## config.mk

```make
export PLATFORM = sky130hd
export DESIGN_NAME = f_to_int_flat
export DESIGN_NICKNAME = d
export VERILOG_FILES = /design/src/rtl/f_to_int_if.sv /design/src/rtl/f_to_int.sv /design/src/flat_wrapper.sv
export SDC_FILE = /design/constraint.sdc
export NUM_CORES = 1
export LEC_CHECK = 0
export ABC_AREA = 1
export BUFFER_PORTS_ARGS = -buffer_cell sky130_fd_sc_hd__buf_2
export CAP_MARGIN = 20
export CORE_MARGIN = 3
export CORE_UTILIZATION = 55
export CTS_BUF_LIST = sky130_fd_sc_hd__clkbuf_8
export CTS_CLUSTER_SIZE = 8
export DETAILED_ROUTE_END_ITERATION = 8
export GPL_TIMING_DRIVEN = 0
export PLACE_DENSITY = 0.77
export SLEW_MARGIN = 20
export SYNTH_ARGS = -nofsm -noshare
export SYNTH_HDL_FRONTEND = slang
export SYNTH_SLANG_ARGS = --single-unit
```

## constraint.sdc

```tcl
create_clock -name clk18 -period 2.6 [get_ports clk18]
set_clock_uncertainty 0.1 [all_clocks]
set_input_delay 0.78 -clock clk18 [delete_from_list [all_inputs] [get_ports clk18]]
set_output_delay 0.78 -clock clk18 [all_outputs]
set_load 0.05 [all_outputs]
```

## src/rtl/f_to_int_if.sv

```systemverilog
`default_nettype none
// ============================================================================
// Module   : f_to_int_if
// Desc     : Operand/result handshake bundle for the float32 to fixed-point
//            converter.
// Revision : 1.0 - initial release
// ============================================================================
interface f_to_int_if;
    logic        in_valid18;
    logic        in_ready18;
    logic [31:0] a18;
    logic        out_valid18;
    logic        out_ready18;
    logic [31:0] int18;
    logic        ovf18;
    logic        inexact18;

    modport master (
        output in_valid18, a18, out_ready18,
        input  in_ready18, out_valid18, int18, ovf18, inexact18
    );

    modport slave (
        input  in_valid18, a18, out_ready18,
        output in_ready18, out_valid18, int18, ovf18, inexact18
    );
endinterface
`default_nettype wire

```

## src/rtl/f_to_int.sv

```systemverilog
`default_nettype none
// ============================================================================
// Module   : f_to_int
// Desc     : Three-stage IEEE-754 single to signed 32-bit fixed-point
//            converter (truncating, saturating) with valid/ready handshakes.
// Revision : 1.0 - initial release
// ============================================================================
module f_to_int #(
    parameter int FRAC_BITS = 0
) (
    input  wire       clk18,
    input  wire       rst_n18,
    f_to_int_if.slave bus
);
    // stage 1: unpack / classify
    logic              r_s1_valid;
    logic              r_s1_sign;
    logic              r_s1_zero;
    logic              r_s1_special;
    logic              r_s1_frac_zero;
    logic [23:0]       r_s1_sig;
    logic signed [9:0] r_s1_ee;

    // stage 2: de-normalised magnitude
    logic              r_s2_valid;
    logic              r_s2_sign;
    logic [31:0]       r_s2_mag;
    logic              r_s2_ovf;
    logic              r_s2_inexact;

    // stage 3: signed result
    logic              r_out_valid;
    logic [31:0]       r_int;
    logic              r_ovf;
    logic              r_inexact;

    logic              w_advance;
    logic [7:0]        w_exp;
    logic signed [9:0] w_ee;
    logic [4:0]        w_shr;
    logic [4:0]        w_shl;
    logic [31:0]       w_mag;
    logic              w_ovf;
    logic              w_inexact;
    logic [31:0]       w_int;

    assign w_advance = !r_out_valid || bus.out_ready18;

    assign w_exp = bus.a18[30:23];
    assign w_ee  = {2'b00, w_exp} - 10'd127 + 10'(FRAC_BITS);

    always_ff @(posedge clk18 or negedge rst_n18) begin
        if (!rst_n18) begin
            r_s1_valid     <= 1'b0;
            r_s1_sign      <= 1'b0;
            r_s1_zero      <= 1'b0;
            r_s1_special   <= 1'b0;
            r_s1_frac_zero <= 1'b0;
            r_s1_sig       <= '0;
            r_s1_ee        <= '0;
        end else if (w_advance) begin
            r_s1_valid <= bus.in_valid18;
            if (bus.in_valid18) begin
                r_s1_sign      <= bus.a18[31];
                r_s1_zero      <= (w_exp == 8'd0);
                r_s1_special   <= (w_exp == 8'hFF);
                r_s1_frac_zero <= (bus.a18[22:0] == 23'd0);
                r_s1_sig       <= {(w_exp != 8'd0), bus.a18[22:0]};
                r_s1_ee        <= w_ee;
            end
        end
    end

    // Only the low five bits matter: each shift is used solely in the range
    // where ee is 0..23 (right) or 24..31 (left).
    assign w_shr = 5'd23 - r_s1_ee[4:0];
    assign w_shl = r_s1_ee[4:0] - 5'd23;

    always_comb begin
        w_mag     = '0;
        w_ovf     = 1'b0;
        w_inexact = 1'b0;
        // ee == 31 fits only as exactly -2^31
        if (r_s1_special || (r_s1_ee > 10'sd31) ||
            ((r_s1_ee == 10'sd31) && !(r_s1_sign && r_s1_frac_zero))) begin
            w_ovf = 1'b1;
        end else if (r_s1_ee < 10'sd0) begin
            w_inexact = !r_s1_zero;
        end else if (r_s1_ee <= 10'sd23) begin
            w_mag     = {8'd0, (r_s1_sig >> w_shr)};
            w_inexact = |(r_s1_sig & ~(24'hFF_FFFF << w_shr));
        end else begin
            w_mag = {8'd0, r_s1_sig} << w_shl;
        end
    end

    always_ff @(posedge clk18 or negedge rst_n18) begin
        if (!rst_n18) begin
            r_s2_valid   <= 1'b0;
            r_s2_sign    <= 1'b0;
            r_s2_mag     <= '0;
            r_s2_ovf     <= 1'b0;
            r_s2_inexact <= 1'b0;
        end else if (w_advance) begin
            r_s2_valid   <= r_s1_valid;
            r_s2_sign    <= r_s1_sign;
            r_s2_mag     <= w_mag;
            r_s2_ovf     <= w_ovf;
            r_s2_inexact <= w_inexact;
        end
    end

    always_comb begin
        w_int = r_s2_mag;
        if (r_s2_ovf) begin
            w_int = r_s2_sign ? 32'h8000_0000 : 32'h7FFF_FFFF;
        end else if (r_s2_sign) begin
            w_int = 32'd0 - r_s2_mag;
        end
    end

    always_ff @(posedge clk18 or negedge rst_n18) begin
        if (!rst_n18) begin
            r_out_valid <= 1'b0;
            r_int       <= '0;
            r_ovf       <= 1'b0;
            r_inexact   <= 1'b0;
        end else if (w_advance) begin
            r_out_valid <= r_s2_valid;
            r_int       <= w_int;
            r_ovf       <= r_s2_ovf;
            r_inexact   <= r_s2_inexact;
        end
    end

    assign bus.in_ready18  = w_advance;
    assign bus.out_valid18 = r_out_valid;
    assign bus.int18       = r_int;
    assign bus.ovf18       = r_ovf;
    assign bus.inexact18   = r_inexact;
endmodule
`default_nettype wire

```

## src/flat_wrapper.sv

```systemverilog
// flat-port wrapper written by rule: the top's interface ports become plain ports
module f_to_int_flat 
#(
    parameter int FRAC_BITS = 0
)
  (clk18, rst_n18, bus_in_valid18, bus_a18, bus_out_ready18, bus_in_ready18, bus_out_valid18, bus_int18, bus_ovf18, bus_inexact18);
  f_to_int_if bus_i ();
  input  wire clk18;
  input  wire rst_n18;
  input wire logic [$bits(bus_i.in_valid18)-1:0] bus_in_valid18;
  input wire logic [$bits(bus_i.a18)-1:0] bus_a18;
  input wire logic [$bits(bus_i.out_ready18)-1:0] bus_out_ready18;
  output wire logic [$bits(bus_i.in_ready18)-1:0] bus_in_ready18;
  output wire logic [$bits(bus_i.out_valid18)-1:0] bus_out_valid18;
  output wire logic [$bits(bus_i.int18)-1:0] bus_int18;
  output wire logic [$bits(bus_i.ovf18)-1:0] bus_ovf18;
  output wire logic [$bits(bus_i.inexact18)-1:0] bus_inexact18;
  assign bus_i.in_valid18 = bus_in_valid18;
  assign bus_i.a18 = bus_a18;
  assign bus_i.out_ready18 = bus_out_ready18;
  assign bus_in_ready18 = bus_i.in_ready18;
  assign bus_out_valid18 = bus_i.out_valid18;
  assign bus_int18 = bus_i.int18;
  assign bus_ovf18 = bus_i.ovf18;
  assign bus_inexact18 = bus_i.inexact18;
  f_to_int #(.FRAC_BITS(FRAC_BITS)) u_core (.clk18(clk18), .rst_n18(rst_n18), .bus(bus_i));
endmodule
```

* Word level (Yosys, flattened, before mapping)
Cells that the tools add are included.
W data, S select, Z words.
** Cells by class
- Add/subtract/negate cells :: 4
- $lt $le $gt $ge :: 3
- Eq/ne operators :: 2
- Shifts and indexed selects :: 3
- Multiplexer cells :: 10
- Bitwise gates (word level) :: 2
- Reduce and logical (&&, ||, !) cells :: 13
** Operators with widths (number)
- $mux W32 :: 6
- $shl A24 B5 Y32 :: 1
- $sub A1 B32 Y32 const A :: 1
- $and A24 B24 Y24 :: 1
- $not A24 Y24 :: 1
- $reduce_or A24 Y1 :: 1
- $shl A24 B5 Y24 const A :: 1
- $shr A24 B5 Y24 :: 1
- $logic_not A23 Y1 :: 1
- $eq A10 B6 Y1 const B :: 1
- $gt A10 B6 Y1 const B :: 1
- $le A10 B6 Y1 const B :: 1
- $lt A10 B1 Y1 const B :: 1
- $sub A8 B7 Y9 const B :: 1
- $eq A8 B8 Y1 const B :: 1
- $logic_not A8 Y1 :: 1
- $reduce_bool A8 Y1 :: 1
- $sub A5 B5 Y5 const A :: 1
- $sub A5 B5 Y5 const B :: 1
- $mux W1 :: 4
- $logic_not A1 Y1 :: 3
- $logic_or A1 B1 Y1 :: 3
- $logic_and A1 B1 Y1 :: 2
- $reduce_and A2 Y1 :: 1
** Storage, ports and cells
- Flip-flop bits (word level) :: 110
- Output and inout port bits :: 36

* Longest topological paths before layout
- Depth in word-level cells :: 8
- Mapped depth :: 16
- Depth with buffers taken out :: 12

* Least setup slack after synthesis
Ideal clock, no wire load.
- Path type :: input port to output port
- Start :: input bus_out_ready18
- End :: output bus_in_ready18
- Data arrival time :: 1584 ps
- Required time :: 1720 ps
- Slack :: 136 ps
- Cell stages on the path :: 3
- Cell sequence :: nor2_1 inv_2 clkbuf_1
** Between the ends
- Longest elaborated chain between the ends :: 1
** RTL lines
- start: declaration :: RTL line flat_wrapper.sv:12 : input wire logic [$bits(bus_i.out_ready18)-1:0] bus_out_ready18;
- $logic_or A1 B1 Y1 :: RTL line f_to_int.sv:47 : assign w_advance = !r_out_valid || bus.out_ready18;
- end: declaration :: RTL line flat_wrapper.sv:13 : output wire logic [$bits(bus_i.in_ready18)-1:0] bus_in_ready18;
No other way between the ends.

* Worst setup path after layout
- Start :: register u_core.r_s1_ee[3]
- End :: register u_core.r_s2_inexact
** Between the ends
- Longest elaborated chain between the ends :: 8
- Elaborated cells on any way between the ends :: 15
- Classes of those cells :: 1 x add/sub; 3 x order compare; 1 x eq/ne; 1 x shift; 3 x mux; 2 x bitwise; 4 x reduce/logical
** RTL lines
- start: declaration :: RTL line f_to_int.sv:22 : logic signed [9:0] r_s1_ee;
- start signal: assignment :: RTL line f_to_int.sv:69 : r_s1_ee <= w_ee;
- $sub A5 B5 Y5 :: RTL line f_to_int.sv:76 : assign w_shr = 5'd23 - r_s1_ee[4:0];
- $shl A24 B5 Y24 :: RTL line f_to_int.sv:91 : w_inexact = |(r_s1_sig & ~(24'hFF_FFFF << w_shr));
- $not A24 Y24 :: RTL line f_to_int.sv:91
- $and A24 B24 Y24 :: RTL line f_to_int.sv:91
- $reduce_or A24 Y1 :: RTL line f_to_int.sv:91
- $mux W1 :: RTL line f_to_int.sv:89 : end else if (r_s1_ee <= 10'sd23) begin
- $mux W1 :: RTL line f_to_int.sv:87 : end else if (r_s1_ee < 10'sd0) begin
- $mux W1 (*) :: RTL line f_to_int.sv:84 : if (r_s1_special || (r_s1_ee > 10'sd31) ||
- end signal: assignment :: RTL line f_to_int.sv:109 : r_s2_inexact <= w_inexact;
- end: declaration :: RTL line f_to_int.sv:29 : logic r_s2_inexact;
Every way passes the cells marked *; elsewhere a longest branch is shown, timed or not.
A chain may end at the register's enable or synchronous reset.

==> results_dict.tcl <==
set metrics [dict create \
    outcome "completed" \
    clk_pin_slew_worst_paths_ps 120 \
    postSynthNetCount 1414 \
    cts_made_buffers 9 \
    worstSetupEndpointType "flip-flop" \
    synthDominantAreaCellType "sky130_fd_sc_hd__dfrtp_1" \
    finalCritPeriodShare_pct 96.7 \
    vias_per_cell 6.16 \
    drv_cap 0 \
    max-slew-margin-rel_pct 55.9 \
    grt_pass1_vias 9156 \
    instances_no_fill 1641 \
    globalRoute.totalOverflow 0 \
    finalWorstPathRequiredPeriod_ps 2510 \
    start_kind "flip-flop" \
    fin_nets 1497 \
    reg2reg_slack_ps 90 \
    power.net_switching_w 0.00784 \
    critical-path-max-stage-delay_ps 440 \
    syn-mean-instance-area_um2 6.17 \
    layout.filler_cells 1399 \
    grt_start_max_net_pins 86 \
    reg2reg_depth 14 \
    synth.cell_area_mm2 0.00844 \
    initial_utilization_pct 57.2 \
    power.density_mw_per_mm2 1400 \
    path_common_cell "sky130_fd_sc_hd__nand2_1" \
    setup_slack_ps 87.0 \
    cts_sinks 109 \
    timing_worst_setup_path_type "flip-flop to flip-flop" \
    routabilityCongestion 1.02 \
    die_height_um 130 \
    final_max_slew_viol_count 0 \
    place.detailed.instances 1625 \
    synth.yosys.seq_area_share_pct 32.3 \
    flow.area_growth_from_synthesis_pct 12.2 \
    hold_path_class "input pin to asynchronous set/reset pin" \
    area_taken_by_multi_input_logic_gates_mm2 0.00504 \
    top_layer_used "met4" \
    num_vias 10106 \
    synthDistinctLibCells 38 \
    yosys-top-cells-area "sky130_fd_sc_hd__dfrtp_1, sky130_fd_sc_hd__nand2_1, sky130_fd_sc_hd__nand3_1, sky130_fd_sc_hd__o21ai_0, sky130_fd_sc_hd__nor2_1" \
    finalSetupViolCount 0 \
    wl_met2_mm 13.7 \
    cts.root.buffer_cell "sky130_fd_sc_hd__clkbuf_8" \
    worst-endpoint-arrival_ps 2720 \
    p_leak_nw 4.87 \
    power_frac_comb_pct 68.5 \
    routedLengthMet1_mm 13.7 \
    antenna_found_initial 0 \
    final_layout_size_suffix_gt1_share_pct 12.1 \
    clkPwrFrac_pct 9.3 \
    crit_fanout 10 \
    hold_viol 0 \
    worst_hold_slack_ps 121 \
    row_count 44 \
    wl_met3_mm 4.11 \
    timing.fmax_mhz 398 \
    die-width_um 130 \
    clock_latency_ps 410 \
    synthCells 1369 \
    p_int_w 0.00538 \
    synth.yosys.warnings 0 \
    wire_length_of_the_first_global_routing_pass_mm 50.0 \
    drt.antenna.violating_nets 0 \
    routedWlPerCell_um 19.7 \
    synth.ff_latch_count 109 \
    maximum_buffer_depth_of_the_clock_tree 2 \
    sequentialPowerShare_pct 22.3 \
    tritoncts_clock_tree "built" \
    fp.coreArea_mm2 0.0148 \
    drt_wl_total_mm 32.4 \
    post-synth-top-area-fraction_pct 32.3 \
    cts_htree_levels 3 \
    port_buffer_cells 71 \
    cp_data_required_time_ps 2810 \
    globalRouteTotalUtil_pct 38.9 \
    critical_path.cell_chain "inv_4 -> buf_6 -> buf_6 -> ha_2 -> inv_1 -> nand2_1 -> inv_1 -> o21ai_0 -> nor2_1 -> nand2_1 -> nor2_1 -> nand2_1 -> nand2_1 -> nand2_1" \
    ir_worst_vdd_v 0.00102 \
    layout.area.seq_mm2 0.00273 \
    power_switching_share_pct 59.3 \
    worst_slew_pin_slew_ps 662 \
    ctsHoldBuffers 0 \
    first_iter_violations 1229 \
    detailed_routing_iterations_pass_1 6 \
    io-pin-count 72 \
    dpl_worst_slack_ps -935 \
    worst_r2r_endpoint "u_core.r_s2_inexact$_DFFE_PN0N_" \
    crit_path_top_delay_cell "sky130_fd_sc_hd__dfrtp_2" \
    drc_errors 0 \
    post-dp-hpwl_mm 25.4 \
    source_of_the_worst_register_to_register_timing_path "u_core.r_s1_ee[3]$_DFFE_PN0P_" \
    antenna_cells_inserted 0 \
    die_area_mm2 0.0169 \
]
## synthesized netlist by cell type
cell / n
sky130_fd_sc_hd__a21oi_1: 56
sky130_fd_sc_hd__a22oi_1: 2
sky130_fd_sc_hd__and2_1: 3
sky130_fd_sc_hd__and3_1: 1
sky130_fd_sc_hd__buf_1: 12
sky130_fd_sc_hd__buf_2: 22
sky130_fd_sc_hd__buf_4: 4
sky130_fd_sc_hd__buf_6: 4
sky130_fd_sc_hd__clkbuf_1: 30
sky130_fd_sc_hd__clkinv_1: 3
sky130_fd_sc_hd__dfrtp_1: 109
sky130_fd_sc_hd__ha_1: 9
sky130_fd_sc_hd__inv_1: 89
sky130_fd_sc_hd__inv_2: 9
sky130_fd_sc_hd__nand2_1: 468
sky130_fd_sc_hd__nand2_2: 2
sky130_fd_sc_hd__nand2_4: 3
sky130_fd_sc_hd__nand3_1: 262
sky130_fd_sc_hd__nand3_2: 3
sky130_fd_sc_hd__nand3b_1: 5
sky130_fd_sc_hd__nand4_1: 23
sky130_fd_sc_hd__nor2_1: 112
sky130_fd_sc_hd__nor2_2: 2
sky130_fd_sc_hd__nor2_4: 1
sky130_fd_sc_hd__nor3_1: 13
sky130_fd_sc_hd__nor3_2: 1
sky130_fd_sc_hd__nor4_1: 4
sky130_fd_sc_hd__o211ai_1: 10
sky130_fd_sc_hd__o21a_1: 1
sky130_fd_sc_hd__o21ai_0: 85
sky130_fd_sc_hd__o21ai_1: 5
sky130_fd_sc_hd__o221ai_1: 1
sky130_fd_sc_hd__o22ai_1: 4
sky130_fd_sc_hd__o31ai_1: 3
sky130_fd_sc_hd__or2_2: 3
sky130_fd_sc_hd__xnor2_1: 1
sky130_fd_sc_hd__xor2_1: 2
sky130_fd_sc_hd__xor2_4: 2
## worst max-delay path, delay by kind of cell, from the launching register on
family / cells / cell delay [ps]
AOI/OAI and AO/OA: 1 / 100
adders and majority gates: 1 / 320
and+or+nand+nor: 7 / 710
buffers and inverters: 5 / 750
DFF: 1 / 440
## final cells by class
cell class	count	area share, %
plain buffers	67	4.36
clock buffers	9	1.31
clock inverters	7	1.14
inverters	101	4.15
multi-input cells	1087	53.3
flip-flops and latches	109	28.8
well taps	184	2.43
repair buffers	77	4.51
## worst max-delay path by stage
stage                                              from                         endpoint  slack [ps]  cells past startpoint
after floorplan                         bus_out_ready18                   bus_in_ready18         140                      3
after global placement    u_core.r_s1_ee[3]$_DFFE_PN0P_  u_core.r_s2_mag[16]$_DFFE_PN0N_        -970                     11
after detailed placement  u_core.r_s1_ee[3]$_DFFE_PN0P_  u_core.r_s2_mag[18]$_DFFE_PN0N_        -940                     11
after CTS                 u_core.r_s1_ee[2]$_DFFE_PN0P_  u_core.r_s2_mag[30]$_DFFE_PN0N_           2                     11
after global routing      u_core.r_s1_ee[3]$_DFFE_PN0P_  u_core.r_s2_inexact$_DFFE_PN0N_          -3                     15
final                     u_core.r_s1_ee[3]$_DFFE_PN0P_  u_core.r_s2_inexact$_DFFE_PN0N_          90                     14
## power by group through the flow
stage	sequential, W	combinational, W	clock [W]
5_1_grt	0.00300	0.00980	0.00129
2_1_floorplan	0.00373	0.00516	0
3_3_place_gp	0.00293	0.00832	0
4_1_cts	0.00291	0.00864	0.00123
3_5_place_dp	0.00294	0.00844	0
6_report	0.00294	0.00905	0.00122
## flip-flops by register name, indices dropped and copies added, names as in the netlist
| signal | count |
|---|---|
| u_core.r_s1_valid | 1 |
| u_core.r_s1_sig | 24 |
| u_core.bus.out_valid18 | 1 |
| u_core.bus.ovf18 | 1 |
| u_core.r_s1_frac_zero | 1 |
| u_core.r_s2_sign | 1 |
| u_core.r_s2_mag | 32 |
| u_core.r_s1_zero | 1 |
| u_core.r_s2_inexact | 1 |
| u_core.r_s2_valid | 1 |
| u_core.r_s1_ee | 9 |
| u_core.r_s1_special | 1 |
| u_core.bus.int18 | 32 |
| u_core.bus.inexact18 | 1 |
| u_core.r_s2_ovf | 1 |
| u_core.r_s1_sign | 1 |
## layer usage
layer  track usage, %  up-vias
met4             11.6        0
met2             56.5      668
met3             10.3       85
li1                 -     4681
met1             56.9     4672
met5                0        -
## what timing repair did
item                       4_1_cts  5_1_grt
hold endpoints to repair         0        0
gates resized for setup         40       28
setup buffers                    3        2
pin swaps                        0        2
setup endpoints to repair       34       33
## layout by cell type (no fill, tap or decap), types with 5 or more instances in the layout
master and n:
sky130_fd_sc_hd__a21oi_1 55, sky130_fd_sc_hd__buf_6 13, sky130_fd_sc_hd__buf_4 11, sky130_fd_sc_hd__o211ai_1 10, sky130_fd_sc_hd__clkbuf_8 11, sky130_fd_sc_hd__ha_1 6
sky130_fd_sc_hd__dfrtp_1 108, sky130_fd_sc_hd__nand4_1 23, sky130_fd_sc_hd__buf_1 8, sky130_fd_sc_hd__o21ai_0 76, sky130_fd_sc_hd__inv_2 9, sky130_fd_sc_hd__inv_1 86
sky130_fd_sc_hd__buf_2 86, sky130_fd_sc_hd__nand3_1 261, sky130_fd_sc_hd__clkbuf_1 18, sky130_fd_sc_hd__nand2_1 468, sky130_fd_sc_hd__nor3_1 12, sky130_fd_sc_hd__nor2_1 110
sky130_fd_sc_hd__nand3b_1 5, sky130_fd_sc_hd__o21ai_1 11
## logic make-up after synthesis
| family | synth area share (%) |
|---|---|
| AO/OA/AOI/OAI | 10.5 |
| AND/OR/NAND/NOR | 46.4 |
| XOR/XNOR | 0.963 |
| adder cells (fa/ha/maj) | 1.33 |
| buffers and inverters | 8.55 |
| flip-flops | 32.3 |
## per-stage QoR
step	util [%]	cell area, µm²	TNS (ps)	total power (W)
floorplan	-	8440	0	0.00889
global placement	61.2	9030	-91150	0.0113
detailed placement	61.4	9060	-32080	0.0114
CTS	63.6	9380	0	0.0128
global route	64.2	9470	-2.93	0.0141
finish	64.2	9470	0	0.0132
Note: power is estimated with default switching activity, not from simulation.
